**src/rtl/wb_pkg.sv**
```systemverilog
// Shared constants, exception-vector layout and types for the write-back /
// retire stage.
package wb_pkg;

    localparam logic [5:0] ECODE_INT  = 6'h00;
    localparam logic [5:0] ECODE_ADEF = 6'h08;
    localparam logic [5:0] ECODE_ALE  = 6'h09;
    localparam logic [5:0] ECODE_SYS  = 6'h0B;
    localparam logic [5:0] ECODE_BRK  = 6'h0C;
    localparam logic [5:0] ECODE_INE  = 6'h0D;

    // Per-lane exception vector, packed as {ale, adef, ine, int, brk, sys}
    localparam int EXC_W    = 6;
    localparam int EXC_SYS  = 0;
    localparam int EXC_BRK  = 1;
    localparam int EXC_INT  = 2;
    localparam int EXC_INE  = 3;
    localparam int EXC_ADEF = 4;
    localparam int EXC_ALE  = 5;

    localparam int CSR_NUM_W  = 14;
    localparam int CSR_DATA_W = 32;
    localparam int CSR_BUS_W  = 2 + CSR_NUM_W + 2 * CSR_DATA_W;

    typedef struct packed {
        logic                  re;
        logic                  we;
        logic [CSR_NUM_W-1:0]  num;
        logic [CSR_DATA_W-1:0] wmask;
        logic [CSR_DATA_W-1:0] wvalue;
    } csr_bus_t;

    typedef enum logic [1:0] {
        ST_EMPTY  = 2'd0,
        ST_WAIT   = 2'd1,
        ST_RETIRE = 2'd2
    } wb_state_e;

    // Highest-priority cause wins: INT > ADEF > ALE > SYS > BRK > INE
    function automatic logic [5:0] encode_ecode(input logic [EXC_W-1:0] exc);
        if (exc[EXC_INT])       return ECODE_INT;
        else if (exc[EXC_ADEF]) return ECODE_ADEF;
        else if (exc[EXC_ALE])  return ECODE_ALE;
        else if (exc[EXC_SYS])  return ECODE_SYS;
        else if (exc[EXC_BRK])  return ECODE_BRK;
        else                    return ECODE_INE;
    endfunction

endpackage

```
**src/rtl/wb_retire_unit_if.sv**
```systemverilog
// MEM -> WB bundle, CSR access, flush and register-file/trace signals of the
// retire stage. master = the driving side (MEM/CSR/regfile), slave = WB stage.
interface wb_retire_unit_if import wb_pkg::*; #(parameter int LANES = 2);
    logic                  wb_allowin;
    logic                  mem_wb_valid;
    logic [LANES-1:0]      mem_lane_valid;
    logic [32*LANES-1:0]   mem_pc;
    logic [LANES-1:0]      mem_rf_we;
    logic [5*LANES-1:0]    mem_rf_waddr;
    logic [32*LANES-1:0]   mem_rf_wdata;
    logic [32*LANES-1:0]   mem_vaddr;
    logic [6*LANES-1:0]    mem_exc;
    logic [LANES-1:0]      mem_ertn;
    logic [CSR_BUS_W-1:0]  mem_csr_bus;
    logic [31:0]           csr_rvalue;
    logic [13:0]           csr_num;
    logic                  csr_we;
    logic [31:0]           csr_wmask;
    logic [31:0]           csr_wvalue;
    logic                  exc_signal;
    logic                  ertn_signal;
    logic [5:0]            wb_ecode;
    logic [8:0]            wb_esubcode;
    logic [31:0]           wb_pc;
    logic [31:0]           wb_vaddr;
    logic [LANES-1:0]      rf_we;
    logic [5*LANES-1:0]    rf_waddr;
    logic [32*LANES-1:0]   rf_wdata;
    logic [32*LANES-1:0]   debug_wb_pc;
    logic [4*LANES-1:0]    debug_wb_rf_we;
    logic [5*LANES-1:0]    debug_wb_rf_wnum;
    logic [32*LANES-1:0]   debug_wb_rf_wdata;

    modport master (
        input  wb_allowin, csr_num, csr_we, csr_wmask, csr_wvalue,
               exc_signal, ertn_signal, wb_ecode, wb_esubcode, wb_pc, wb_vaddr,
               rf_we, rf_waddr, rf_wdata,
               debug_wb_pc, debug_wb_rf_we, debug_wb_rf_wnum, debug_wb_rf_wdata,
        output mem_wb_valid, mem_lane_valid, mem_pc, mem_rf_we, mem_rf_waddr,
               mem_rf_wdata, mem_vaddr, mem_exc, mem_ertn, mem_csr_bus, csr_rvalue
    );

    modport slave (
        output wb_allowin, csr_num, csr_we, csr_wmask, csr_wvalue,
               exc_signal, ertn_signal, wb_ecode, wb_esubcode, wb_pc, wb_vaddr,
               rf_we, rf_waddr, rf_wdata,
               debug_wb_pc, debug_wb_rf_we, debug_wb_rf_wnum, debug_wb_rf_wdata,
        input  mem_wb_valid, mem_lane_valid, mem_pc, mem_rf_we, mem_rf_waddr,
               mem_rf_wdata, mem_vaddr, mem_exc, mem_ertn, mem_csr_bus, csr_rvalue
    );
endinterface

```
**src/rtl/wb_fault_arbiter.sv**
```systemverilog
// Combinational first-fault finder: locates the oldest valid lane carrying an
// exception or ertn, encodes its ecode and marks the older lanes as committing.
module wb_fault_arbiter import wb_pkg::*; #(
    parameter int LANES = 2
) (
    input  logic [LANES-1:0]       lane_valid,
    input  logic [EXC_W*LANES-1:0] exc,
    input  logic [LANES-1:0]       ertn,
    output logic                   fault_exc,
    output logic                   fault_ertn,
    output logic [1:0]             fault_lane,
    output logic [5:0]             ecode,
    output logic [LANES-1:0]       commit
);
    logic             blocked;
    logic [EXC_W-1:0] lane_exc;

    // Walk lanes oldest-first; the first faulting lane blocks itself and all younger lanes
    always_comb begin
        blocked    = 1'b0;
        lane_exc   = '0;
        fault_exc  = 1'b0;
        fault_ertn = 1'b0;
        fault_lane = '0;
        ecode      = '0;
        commit     = '0;
        for (int i = 0; i < LANES; i++) begin
            lane_exc = exc[EXC_W*i +: EXC_W];
            if (lane_valid[i] && !blocked) begin
                if ((|lane_exc) || ertn[i]) begin
                    blocked    = 1'b1;
                    fault_lane = 2'(i);
                    fault_exc  = |lane_exc;
                    fault_ertn = ~(|lane_exc) & ertn[i];
                    if (|lane_exc) begin
                        ecode = encode_ecode(lane_exc);
                    end
                end else begin
                    commit[i] = 1'b1;
                end
            end
        end
    end
endmodule

```
**src/rtl/wb_retire_unit.sv**
```systemverilog
// Write-back / retire stage: holds one MEM bundle, optionally waits for a slow
// CSR read, then commits register writes, CSR writes and raises flush pulses.
module wb_retire_unit import wb_pkg::*; #(
    parameter int LANES      = 2,
    parameter int CSR_RD_LAT = 0
) (
    input  logic           clk,
    input  logic           reset,
    wb_retire_unit_if.slave bus
);
    localparam logic [2:0] LAT_LAST = 3'(CSR_RD_LAT - 1);

    wb_state_e             state;
    logic [2:0]            cnt;
    logic [LANES-1:0]      lane_valid_q;
    logic [32*LANES-1:0]   pc_q;
    logic [LANES-1:0]      rf_we_q;
    logic [5*LANES-1:0]    waddr_q;
    logic [32*LANES-1:0]   wdata_q;
    logic [32*LANES-1:0]   vaddr_q;
    logic [6*LANES-1:0]    exc_q;
    logic [LANES-1:0]      ertn_q;
    csr_bus_t              csr_q;

    csr_bus_t              csr_in;
    logic                  in_exc;
    logic                  go_wait;
    logic                  valid;
    logic                  retire;
    logic                  flush;
    logic                  accept;
    logic                  fault_exc;
    logic                  fault_ertn;
    logic [1:0]            fault_lane;
    logic [5:0]            ecode;
    logic [LANES-1:0]      commit;
    logic [LANES-1:0]      we_keep;
    logic [32*LANES-1:0]   wdata_out;

    wb_fault_arbiter #(.LANES(LANES)) u_arb (
        .lane_valid (lane_valid_q),
        .exc        (exc_q),
        .ertn       (ertn_q),
        .fault_exc  (fault_exc),
        .fault_ertn (fault_ertn),
        .fault_lane (fault_lane),
        .ecode      (ecode),
        .commit     (commit)
    );

    assign csr_in          = csr_bus_t'(bus.mem_csr_bus);
    assign valid           = (state != ST_EMPTY);
    assign retire          = (state == ST_RETIRE);
    assign bus.wb_allowin  = ~valid | retire;
    assign bus.exc_signal  = retire & fault_exc;
    assign bus.ertn_signal = retire & fault_ertn;
    assign flush           = bus.exc_signal | bus.ertn_signal;
    assign accept          = bus.mem_wb_valid & bus.wb_allowin & ~flush;
    assign go_wait         = bus.mem_lane_valid[0] & csr_in.re & (CSR_RD_LAT != 0) & ~in_exc;

    // Incoming bundle carries an exception on any occupied lane
    always_comb begin
        in_exc = 1'b0;
        for (int i = 0; i < LANES; i++) begin
            if (bus.mem_lane_valid[i] && (|bus.mem_exc[6*i +: 6])) begin
                in_exc = 1'b1;
            end
        end
    end

    // Stage FSM, CSR-latency counter and bundle capture
    always_ff @(posedge clk or posedge reset) begin
        if (reset) begin
            state        <= ST_EMPTY;
            cnt          <= '0;
            lane_valid_q <= '0;
            pc_q         <= '0;
            rf_we_q      <= '0;
            waddr_q      <= '0;
            wdata_q      <= '0;
            vaddr_q      <= '0;
            exc_q        <= '0;
            ertn_q       <= '0;
            csr_q        <= '0;
        end else if (accept) begin
            state        <= go_wait ? ST_WAIT : ST_RETIRE;
            cnt          <= '0;
            lane_valid_q <= bus.mem_lane_valid;
            pc_q         <= bus.mem_pc;
            rf_we_q      <= bus.mem_rf_we;
            waddr_q      <= bus.mem_rf_waddr;
            wdata_q      <= bus.mem_rf_wdata;
            vaddr_q      <= bus.mem_vaddr;
            exc_q        <= bus.mem_exc;
            ertn_q       <= bus.mem_ertn;
            csr_q        <= csr_in;
        end else begin
            case (state)
                ST_WAIT: begin
                    cnt <= cnt + 3'd1;
                    if (cnt == LAT_LAST) begin
                        state <= ST_RETIRE;
                    end
                end
                ST_RETIRE: state <= ST_EMPTY;
                default:   state <= ST_EMPTY;
            endcase
        end
    end

    // Same-bundle WAW squash: an older write loses to a younger committing write of the same register (r0 exempt)
    always_comb begin
        we_keep = '0;
        for (int i = 0; i < LANES; i++) begin
            if (commit[i] && rf_we_q[i]) begin
                we_keep[i] = 1'b1;
                for (int j = 0; j < LANES; j++) begin
                    if ((j > i) && commit[j] && rf_we_q[j] && (waddr_q[5*i +: 5] != 5'd0) &&
                        (waddr_q[5*j +: 5] == waddr_q[5*i +: 5])) begin
                        we_keep[i] = 1'b0;
                    end
                end
            end
        end
    end

    // Lane 0 returns CSR read data in place of its latched result
    always_comb begin
        wdata_out = wdata_q;
        if (csr_q.re) begin
            wdata_out[31:0] = bus.csr_rvalue;
        end
    end

    // Register-file, trace, CSR and exception-info outputs
    always_comb begin
        bus.rf_we             = '0;
        bus.rf_waddr          = '0;
        bus.rf_wdata          = '0;
        bus.debug_wb_pc       = '0;
        bus.debug_wb_rf_we    = '0;
        bus.debug_wb_rf_wnum  = '0;
        bus.debug_wb_rf_wdata = '0;
        if (retire) begin
            bus.rf_we             = we_keep;
            bus.rf_waddr          = waddr_q;
            bus.rf_wdata          = wdata_out;
            bus.debug_wb_pc       = pc_q;
            bus.debug_wb_rf_wnum  = waddr_q;
            bus.debug_wb_rf_wdata = wdata_out;
            for (int i = 0; i < LANES; i++) begin
                bus.debug_wb_rf_we[4*i +: 4] = {4{we_keep[i]}};
            end
        end
        bus.csr_we      = retire & commit[0] & csr_q.we;
        bus.csr_num     = valid ? csr_q.num    : '0;
        bus.csr_wmask   = valid ? csr_q.wmask  : '0;
        bus.csr_wvalue  = valid ? csr_q.wvalue : '0;
        bus.wb_ecode    = bus.exc_signal ? ecode : '0;
        bus.wb_esubcode = '0;
        bus.wb_pc       = flush ? pc_q[32*fault_lane +: 32]    : '0;
        bus.wb_vaddr    = flush ? vaddr_q[32*fault_lane +: 32] : '0;
    end
endmodule

```
**src/flat_wrapper.sv**
```systemverilog
// flat-port wrapper written by rule: the top's interface ports become plain ports
module wb_retire_unit_flat import wb_pkg::*;
#(
    parameter int LANES      = 2,
    parameter int CSR_RD_LAT = 0
)
  (clk, reset, bus_wb_allowin, bus_csr_num, bus_csr_we, bus_csr_wmask, bus_csr_wvalue, bus_exc_signal, bus_ertn_signal, bus_wb_ecode, bus_wb_esubcode, bus_wb_pc, bus_wb_vaddr, bus_rf_we, bus_rf_waddr, bus_rf_wdata, bus_debug_wb_pc, bus_debug_wb_rf_we, bus_debug_wb_rf_wnum, bus_debug_wb_rf_wdata, bus_mem_wb_valid, bus_mem_lane_valid, bus_mem_pc, bus_mem_rf_we, bus_mem_rf_waddr, bus_mem_rf_wdata, bus_mem_vaddr, bus_mem_exc, bus_mem_ertn, bus_mem_csr_bus, bus_csr_rvalue);
  wb_retire_unit_if #(.LANES(LANES)) bus_i ();
  input  logic clk;
  input  logic reset;
  output wire logic [$bits(bus_i.wb_allowin)-1:0] bus_wb_allowin;
  output wire logic [$bits(bus_i.csr_num)-1:0] bus_csr_num;
  output wire logic [$bits(bus_i.csr_we)-1:0] bus_csr_we;
  output wire logic [$bits(bus_i.csr_wmask)-1:0] bus_csr_wmask;
  output wire logic [$bits(bus_i.csr_wvalue)-1:0] bus_csr_wvalue;
  output wire logic [$bits(bus_i.exc_signal)-1:0] bus_exc_signal;
  output wire logic [$bits(bus_i.ertn_signal)-1:0] bus_ertn_signal;
  output wire logic [$bits(bus_i.wb_ecode)-1:0] bus_wb_ecode;
  output wire logic [$bits(bus_i.wb_esubcode)-1:0] bus_wb_esubcode;
  output wire logic [$bits(bus_i.wb_pc)-1:0] bus_wb_pc;
  output wire logic [$bits(bus_i.wb_vaddr)-1:0] bus_wb_vaddr;
  output wire logic [$bits(bus_i.rf_we)-1:0] bus_rf_we;
  output wire logic [$bits(bus_i.rf_waddr)-1:0] bus_rf_waddr;
  output wire logic [$bits(bus_i.rf_wdata)-1:0] bus_rf_wdata;
  output wire logic [$bits(bus_i.debug_wb_pc)-1:0] bus_debug_wb_pc;
  output wire logic [$bits(bus_i.debug_wb_rf_we)-1:0] bus_debug_wb_rf_we;
  output wire logic [$bits(bus_i.debug_wb_rf_wnum)-1:0] bus_debug_wb_rf_wnum;
  output wire logic [$bits(bus_i.debug_wb_rf_wdata)-1:0] bus_debug_wb_rf_wdata;
  input wire logic [$bits(bus_i.mem_wb_valid)-1:0] bus_mem_wb_valid;
  input wire logic [$bits(bus_i.mem_lane_valid)-1:0] bus_mem_lane_valid;
  input wire logic [$bits(bus_i.mem_pc)-1:0] bus_mem_pc;
  input wire logic [$bits(bus_i.mem_rf_we)-1:0] bus_mem_rf_we;
  input wire logic [$bits(bus_i.mem_rf_waddr)-1:0] bus_mem_rf_waddr;
  input wire logic [$bits(bus_i.mem_rf_wdata)-1:0] bus_mem_rf_wdata;
  input wire logic [$bits(bus_i.mem_vaddr)-1:0] bus_mem_vaddr;
  input wire logic [$bits(bus_i.mem_exc)-1:0] bus_mem_exc;
  input wire logic [$bits(bus_i.mem_ertn)-1:0] bus_mem_ertn;
  input wire logic [$bits(bus_i.mem_csr_bus)-1:0] bus_mem_csr_bus;
  input wire logic [$bits(bus_i.csr_rvalue)-1:0] bus_csr_rvalue;
  assign bus_wb_allowin = bus_i.wb_allowin;
  assign bus_csr_num = bus_i.csr_num;
  assign bus_csr_we = bus_i.csr_we;
  assign bus_csr_wmask = bus_i.csr_wmask;
  assign bus_csr_wvalue = bus_i.csr_wvalue;
  assign bus_exc_signal = bus_i.exc_signal;
  assign bus_ertn_signal = bus_i.ertn_signal;
  assign bus_wb_ecode = bus_i.wb_ecode;
  assign bus_wb_esubcode = bus_i.wb_esubcode;
  assign bus_wb_pc = bus_i.wb_pc;
  assign bus_wb_vaddr = bus_i.wb_vaddr;
  assign bus_rf_we = bus_i.rf_we;
  assign bus_rf_waddr = bus_i.rf_waddr;
  assign bus_rf_wdata = bus_i.rf_wdata;
  assign bus_debug_wb_pc = bus_i.debug_wb_pc;
  assign bus_debug_wb_rf_we = bus_i.debug_wb_rf_we;
  assign bus_debug_wb_rf_wnum = bus_i.debug_wb_rf_wnum;
  assign bus_debug_wb_rf_wdata = bus_i.debug_wb_rf_wdata;
  assign bus_i.mem_wb_valid = bus_mem_wb_valid;
  assign bus_i.mem_lane_valid = bus_mem_lane_valid;
  assign bus_i.mem_pc = bus_mem_pc;
  assign bus_i.mem_rf_we = bus_mem_rf_we;
  assign bus_i.mem_rf_waddr = bus_mem_rf_waddr;
  assign bus_i.mem_rf_wdata = bus_mem_rf_wdata;
  assign bus_i.mem_vaddr = bus_mem_vaddr;
  assign bus_i.mem_exc = bus_mem_exc;
  assign bus_i.mem_ertn = bus_mem_ertn;
  assign bus_i.mem_csr_bus = bus_mem_csr_bus;
  assign bus_i.csr_rvalue = bus_csr_rvalue;
  wb_retire_unit #(.LANES(LANES), .CSR_RD_LAT(CSR_RD_LAT)) u_core (.clk(clk), .reset(reset), .bus(bus_i));
endmodule
```
**config.mk**
```make
export PLATFORM = sky130hd
export DESIGN_NAME = wb_retire_unit_flat
export DESIGN_NICKNAME = d
export VERILOG_FILES = /design/src/rtl/wb_pkg.sv /design/src/rtl/wb_retire_unit_if.sv /design/src/rtl/wb_fault_arbiter.sv /design/src/rtl/wb_retire_unit.sv /design/src/flat_wrapper.sv
export SDC_FILE = /design/constraint.sdc
export NUM_CORES = 1
export LEC_CHECK = 0
export CAP_MARGIN = 20
export CORE_AREA = 2 2 280 282
export DETAILED_ROUTE_END_ITERATION = 8
export DIE_AREA = 0 0 282 284
export PLACE_DENSITY_LB_ADDON = 0.1
export SYNTH_ARGS = -nofsm -noshare
export SYNTH_HDL_FRONTEND = slang
export SYNTH_HIERARCHICAL = 1
export SYNTH_SLANG_ARGS = --single-unit
```
**constraint.sdc**
```tcl
create_clock -name clk -period 8.5 [get_ports clk]
set_input_delay 0.85 -clock clk [delete_from_list [all_inputs] [get_ports clk]]
set_output_delay 0.85 -clock clk [all_outputs]
set_load 0.1 [all_outputs]
```
# Word level (Yosys, flattened, before mapping)
# Cells that the tools add are included.
# classes
bitwise_logic,14
shifts,2
add_sub_neg,1
n_mux,52
n_eq_ne,5
reduce_logical,13
# op_table
cell,count
32-bit two-way mux,5
64-bit two-way mux,2
64-bit by 7-bit indexed part select with 32-bit output,2
3-bit two-way mux,8
6-bit two-way mux,4
1-bit two-way mux,21
4-bit two-way mux,5
14-bit two-way mux,1
6-bit OR reduction,2
10-bit two-way mux,1
1-bit bitwise AND,8
2-bit two-way mux,4
8-bit two-way mux,1
5-bit == test,1
1-bit logical AND,5
5-bit nonzero test,1
1-bit NOT,4
2-bit nonzero test,2
"3-bit by 1-bit adder with 3-bit output, second input constant",1
"3-bit == test, second input constant",1
"3-bit by 1-bit != test with 1-bit output, second input constant",1
"2-bit by 1-bit == test with 1-bit output, second input constant",1
"2-bit == test, second input constant",1
1-bit logical OR,2
other kinds (2),3
# word_totals
input_bits,335
wordCells,102
out_inout_bits,383
regBits,305

# Longest topological paths before layout
# depth
ltp_word,13
mapped_depth,9
ltp_nobuf,6

# Modules after synthesis
# The synthesis kept the hierarchy.
# modules_own_cells
module,cells_per_inst,area_each_um2,n_inst,seq_area_each_um2
wb_retire_unit,1174,16234.3,1,7532.2
wb_fault_arbiter,37,256.5,1,0.0

# Least setup slack after synthesis
# No wires, ideal clock.
# synth_path
kind,reg-to-output
start,reg u_core.exc_q[1]
end,out bus_wb_vaddr[10]
t_required_ns,7.650
path_stages_with_launch,9
setup_slack_ns,4.268
t_arrival_ns,3.382
n_path_buf,2
cell_sequence,dfrtp_1 nor4b_1 a21oi_1 o21ai_0 o21ai_1 or2_2 clkbuf_1 buf_1 nor2_1
# synth_between
elab_chain_len,10
word_cells_on_any_way,22
cone_classes,shift: 1; mux: 12; bitwise: 5; reduce/logical: 4
# synth_rtl
element,line_no,text
start: declaration,wb_retire_unit.sv:21,logic [6*LANES-1:0] exc_q;
start signal: assignment,wb_retire_unit.sv:94,exc_q <= bus.mem_exc;
6-bit OR reduction *,"wb_fault_arbiter.sv:30, wb_fault_arbiter.sv:33",
1-bit logical OR,wb_fault_arbiter.sv:30,if ((|lane_exc) || ertn[i]) begin
1-bit two-way mux,wb_fault_arbiter.sv:30,
1-bit two-way mux,wb_fault_arbiter.sv:29,if (lane_valid[i] && !blocked) begin
1-bit zero test,wb_fault_arbiter.sv:29,
1-bit logical AND,wb_fault_arbiter.sv:29,
1-bit two-way mux *,wb_fault_arbiter.sv:29,
named net u_core.fault_exc,wb_retire_unit.sv:32,logic fault_exc;
1-bit bitwise AND *,wb_retire_unit.sv:55,assign bus.exc_signal = retire & fault_exc;
1-bit bitwise OR *,wb_retire_unit.sv:57,assign flush = bus.exc_signal | bus.ertn_signal;
32-bit two-way mux *,wb_retire_unit.sv:162,bus.wb_vaddr = flush ? vaddr_q[32*fault_lane +: 32] : '0;
end: declaration,flat_wrapper.sv:21,output wire logic [$bits(bus_i.wb_vaddr)-1:0] bus_wb_vaddr;
# The timed path passes the listed nets; every way through them passes the cells marked *.

# Final worst setup path
# layout_path
start,reg u_core.exc_q[1]
end,out bus_wb_vaddr[27]
# layout_between
word_cells_on_any_way,22
cone_classes,shift: 1; mux: 12; bitwise: 5; reduce/logical: 4
# layout_lines
element,line_no,text
6-bit OR reduction,wb_fault_arbiter.sv:30,
1-bit logical OR,wb_fault_arbiter.sv:30,
1-bit two-way mux,wb_fault_arbiter.sv:30,
1-bit two-way mux,wb_fault_arbiter.sv:29,
1-bit zero test,wb_fault_arbiter.sv:29,
1-bit logical AND,wb_fault_arbiter.sv:29,
1-bit two-way mux,wb_fault_arbiter.sv:29,
named net u_core.fault_lane[0],wb_retire_unit.sv:34,logic [1:0] fault_lane;
64-bit by 7-bit indexed part select with 32-bit output,wb_retire_unit.sv:162,
32-bit two-way mux,wb_retire_unit.sv:162,
# The timed path passes the listed nets, and every way through them passes these cells.

==> summary.txt <==
Floorplanning
  – Die height: 284 µm
  – Area of the core: roughly 77000 µm²
  – Initial Util: between 20% and 30%
  – Die W: between 200 and 300 µm
  – Ports: just over 700
  – DIE AREA: approximately 80000 µm²
  – Row count: 102

Global route
  – Grt total ovfl: 0
  – Vias in the first global route: ~12000
  – Initial antenna violation count: 14
  – Pin count of the biggest net entering global routing: between 100 and 150
  – GRT Util Overall: ~15%
  – First-pass GRT wire length: 87.4 mm

Place
  – Port bufs: between 700 and 800
  – Placed Instances: about 2800
  – Detailed placer's ending HPWL: ~46 mm
  – RD Place Congestion: 0.768

Clocking
  – # H-tree levels: 2
  – Hold buffers post-CTS: 0
  – Worst-Skew Late Latency: 0.57 ns
  – Post-CTS Setup Bufs: 0
  – Post-CTS Resized: 0
  – CTS Buf Count: 41
  – Clock-pin slew on the worst setup and hold paths: approximately 0.05 ns
  – CTS tree: done
  – Root buffer cell: clkbuf_16
  – Clk buf depth: 3
  – Sink Count: about 300

Synth
  – Cell variety after synth: between 40 and 50
  – Fraction of registers with async set/reset: 100%
  – Post-synth EDFFs: 0
  – Synthesis-stage register bit count: about 300
  – Seq/Total Area, Yosys: 45.7%
  – Synthesized area per cell: 13.6 µm²
  – Main flop type after synthesis: dfrtp_1
  – Syn Inst Count: approximately 1200
  – Synthesized cell area: 16500 µm²
  – Synth warnings: 6

Min path
  – Worst hold path type: reg2reg

Cells and area
  – Proportion of layout cells with a drive suffix above 1: a little over a fifth
  – Layout Nets: about 2100
  – Layout Area Growth over Synthesis: 51.8%
  – Layout Cells excl Fill: slightly below 3000

Critical path
  – Crit-path leading delay family: buffers and inverters
  – Crit path kind: reg2out
  – Crit path DAT: ~4.8 ns
  – Crit path buf inv count: 2
  – Worst setup SP type: flip-flop
  – Cells along the critical path: nor4b_1 -> a21oi_1 -> a21oi_4 -> buf_4 -> mux2i_1 -> nor2_1 -> clkdlybuf4s50_1
  – CP max stage delay: 1.15 ns
  – Crit Path Max Fanout: 48
  – CP required: between 7 and 8 ns
  – Slowest CP cell: clkdlybuf4s50_1
  – CP endpoint kind: primary output

Timing
  – Peak Freq: about 180 MHz
  – Final count of hold timing violations: 0
  – Clk_skew: around 0.026 ns
  – Tcrit/Tclk final: 66.1%
  – Final setup vio count: 0
  – Count of final max-slew check failures: 0
  – RSZ-0062 raised after global routing: no
  – Slew @ Worst Pin: between 1 and 1.5 ns
  – Tmin final: approximately 5.6 ns
  – Final setup TNS: 0 ns
  – Relative slew slack: between 20 and 30%

Outcome
  – Status: finished, final reports clean

Job
  – Max_cap viols: 0

Routing
  – Wirelength, routed: slightly above 60 mm
  – Pre-antenna DRT Iters: 4
  – # DRC: 0
  – Via density: ~3.9
  – DR vias: 11200
  – Detailed Route Iter0 Violations: approximately 360
  – Final ANT Viol Nets: 0
  – WL/cell: 21.3 µm

Power and ir drop
  – Logic pwr share: between 50 and 60%
  – Internal power: between 4 and 5 mW
  – Psw: 4.07 mW
  – Flop pwr share: 25.3%
  – Clock power frac: 21.8%
  – Pwr per Cell Area: about 340 nW/µm²
  – VDD IR-drop max: approximately 140 µV
  – Sw Share: between 40 and 50%
  – Leakage: ~11 nW
cells in the mapped netlist (2+ instances only):
cell type / number / area (µm²)
nand2_1: 2 / 7.51
mux2_2: 11 / 124
o21ai_0: 5 / 25.0
conb_1: 3 / 11.3
nor2b_1: 34 / 213
buf_4: 96 / 721
a21oi_1: 2 / 10.0
mux2_4: 289 / 4340
dfrtp_1: 301 / 7530
or2_2: 2 / 12.5
xor2_1: 3 / 26.3
inv_1: 3 / 11.3
buf_12: 32 / 641
buf_1: 5 / 18.8
nor3_1: 3 / 15.0
nor2_1: 66 / 248
buf_2: 4 / 20.0
nor4_1: 3 / 18.8
clkbuf_1: 34 / 128
and2_1: 188 / 1180
mux2i_1: 96 / 961
and3_1: 10 / 62.6
power by group through the flow:
stage / clock [mW] / combinational (mW) / sequential [mW]
after floorplan: 0 / 3.74 / 2.01
after global placement: 0 / 4.52 / 2.18
after CTS: 1.93 / 4.54 / 2.16
after detailed placement: 0 / 4.53 / 2.17
final: 1.86 / 4.50 / 2.15
after global routing: 1.99 / 4.66 / 2.20
state kept, by name, summed over array words and instances, names as in the netlist:
register             cells
u_core/ertn_q            2
u_core/pc_q             64
u_core/rf_we_q           2
u_core/lane_valid_q      2
u_core/csr_q            80
u_core/state             1
u_core/exc_q            12
u_core/wdata_q          64
u_core/waddr_q          10
u_core/vaddr_q          64
layout make-up:
type,count,area (µm²)
Clock inverter,17,264
Fill cell,7813,51900
Multi-Input combinational cell,745,7460
Tap cell,1040,1300
Timing Repair Buffer,718,7240
Antenna cell,9,22.5
Sequential cell,301,7540
Clock buffer,57,1190
Inverter,3,15.0
path summary, 6_finish.rpt:
check / depth (start not counted) / startpoint / endpoint / slack [ns]
max: 7 / u_core/exc_q[1] / bus_wb_vaddr[27] / 2.88
min: 1 / u_core/csr_q[32] / u_core/csr_q[32] / 0.50
max reg2reg: 7 / u_core/exc_q[4] / u_core/vaddr_q[16] / 4.46
min reg2reg: 1 / u_core/csr_q[32] / u_core/csr_q[32] / 0.50
max in group asynchronous: 4 / reset / u_core/csr_q[79] / 6.25
min in group asynchronous: 3 / reset / u_core/csr_q[43] / 0.81
per-stage QoR:
stage / hold slack, ns / cell area [µm²] / power [mW] / utilization [%] / setup WS, ns
floorplan: 0.473 / 16500 / 5.75 / - / 3.65
CTS: 0.501 / 25000 / 8.63 / 32.5 / 2.74
finish: 0.499 / 25000 / 8.51 / 32.5 / 2.88
global placement: 0.486 / 23500 / 6.70 / 30.5 / 3.51
detailed placement: 0.485 / 23500 / 6.70 / 30.6 / 3.40
global route: 0.510 / 25000 / 8.86 / 32.5 / 2.59
layer usage:
| layer | vias up | part of all wire [%] | global-route usage (%) |
|---|---|---|---|
| met5 | - | 0.12 | 0 |
| met4 | 10 | 2.1 | 4.30 |
| met3 | 88 | 7.0 | 4.14 |
| met2 | 375 | 53 | 27.3 |
| met1 | 5531 | 38 | 16.4 |
| li1 | 5182 | - | - |
placed cells by master, fill, tap and decap left out, types with 2 or more instances in the layout:
master           netlist  layout
conb_1                 3      13
clkbuf_8               0      10
and3_1                10      10
nor4_1                 3       3
clkdlybuf4s50_1        0     705
mux2_2                11      11
clkinv_2               0       7
clkinvlp_4             0       2
nor3_1                 3       3
bufinv_16              0       6
diode_2                0       9
mux2_4               289     289
inv_1                  3       2
mux2i_1               96      96
o21ai_0                5       5
xor2_1                 3       3
clkbuf_1              34       6
buf_4                 96       7
buf_12                32       5
clkinv_8               0       2
nor2b_1               34      34
and2_1               188     187
clkbuf_16              0      41
dfrtp_1              301     299
nor2_1                66      66
nand2_1                2       2
cells by family after synthesis:
| kind of cell | synth area share, % |
|---|---|
| AO/OA/AOI/OAI | 0.774 |
| XOR/XNOR | 0.212 |
| buffers and inverters | 9.40 |
| flip-flops | 45.7 |
| multiplexers | 32.9 |
| other | 0.0683 |
| AND/OR/NAND/NOR | 11.0 |
Power figures use the tool's default switching activity.
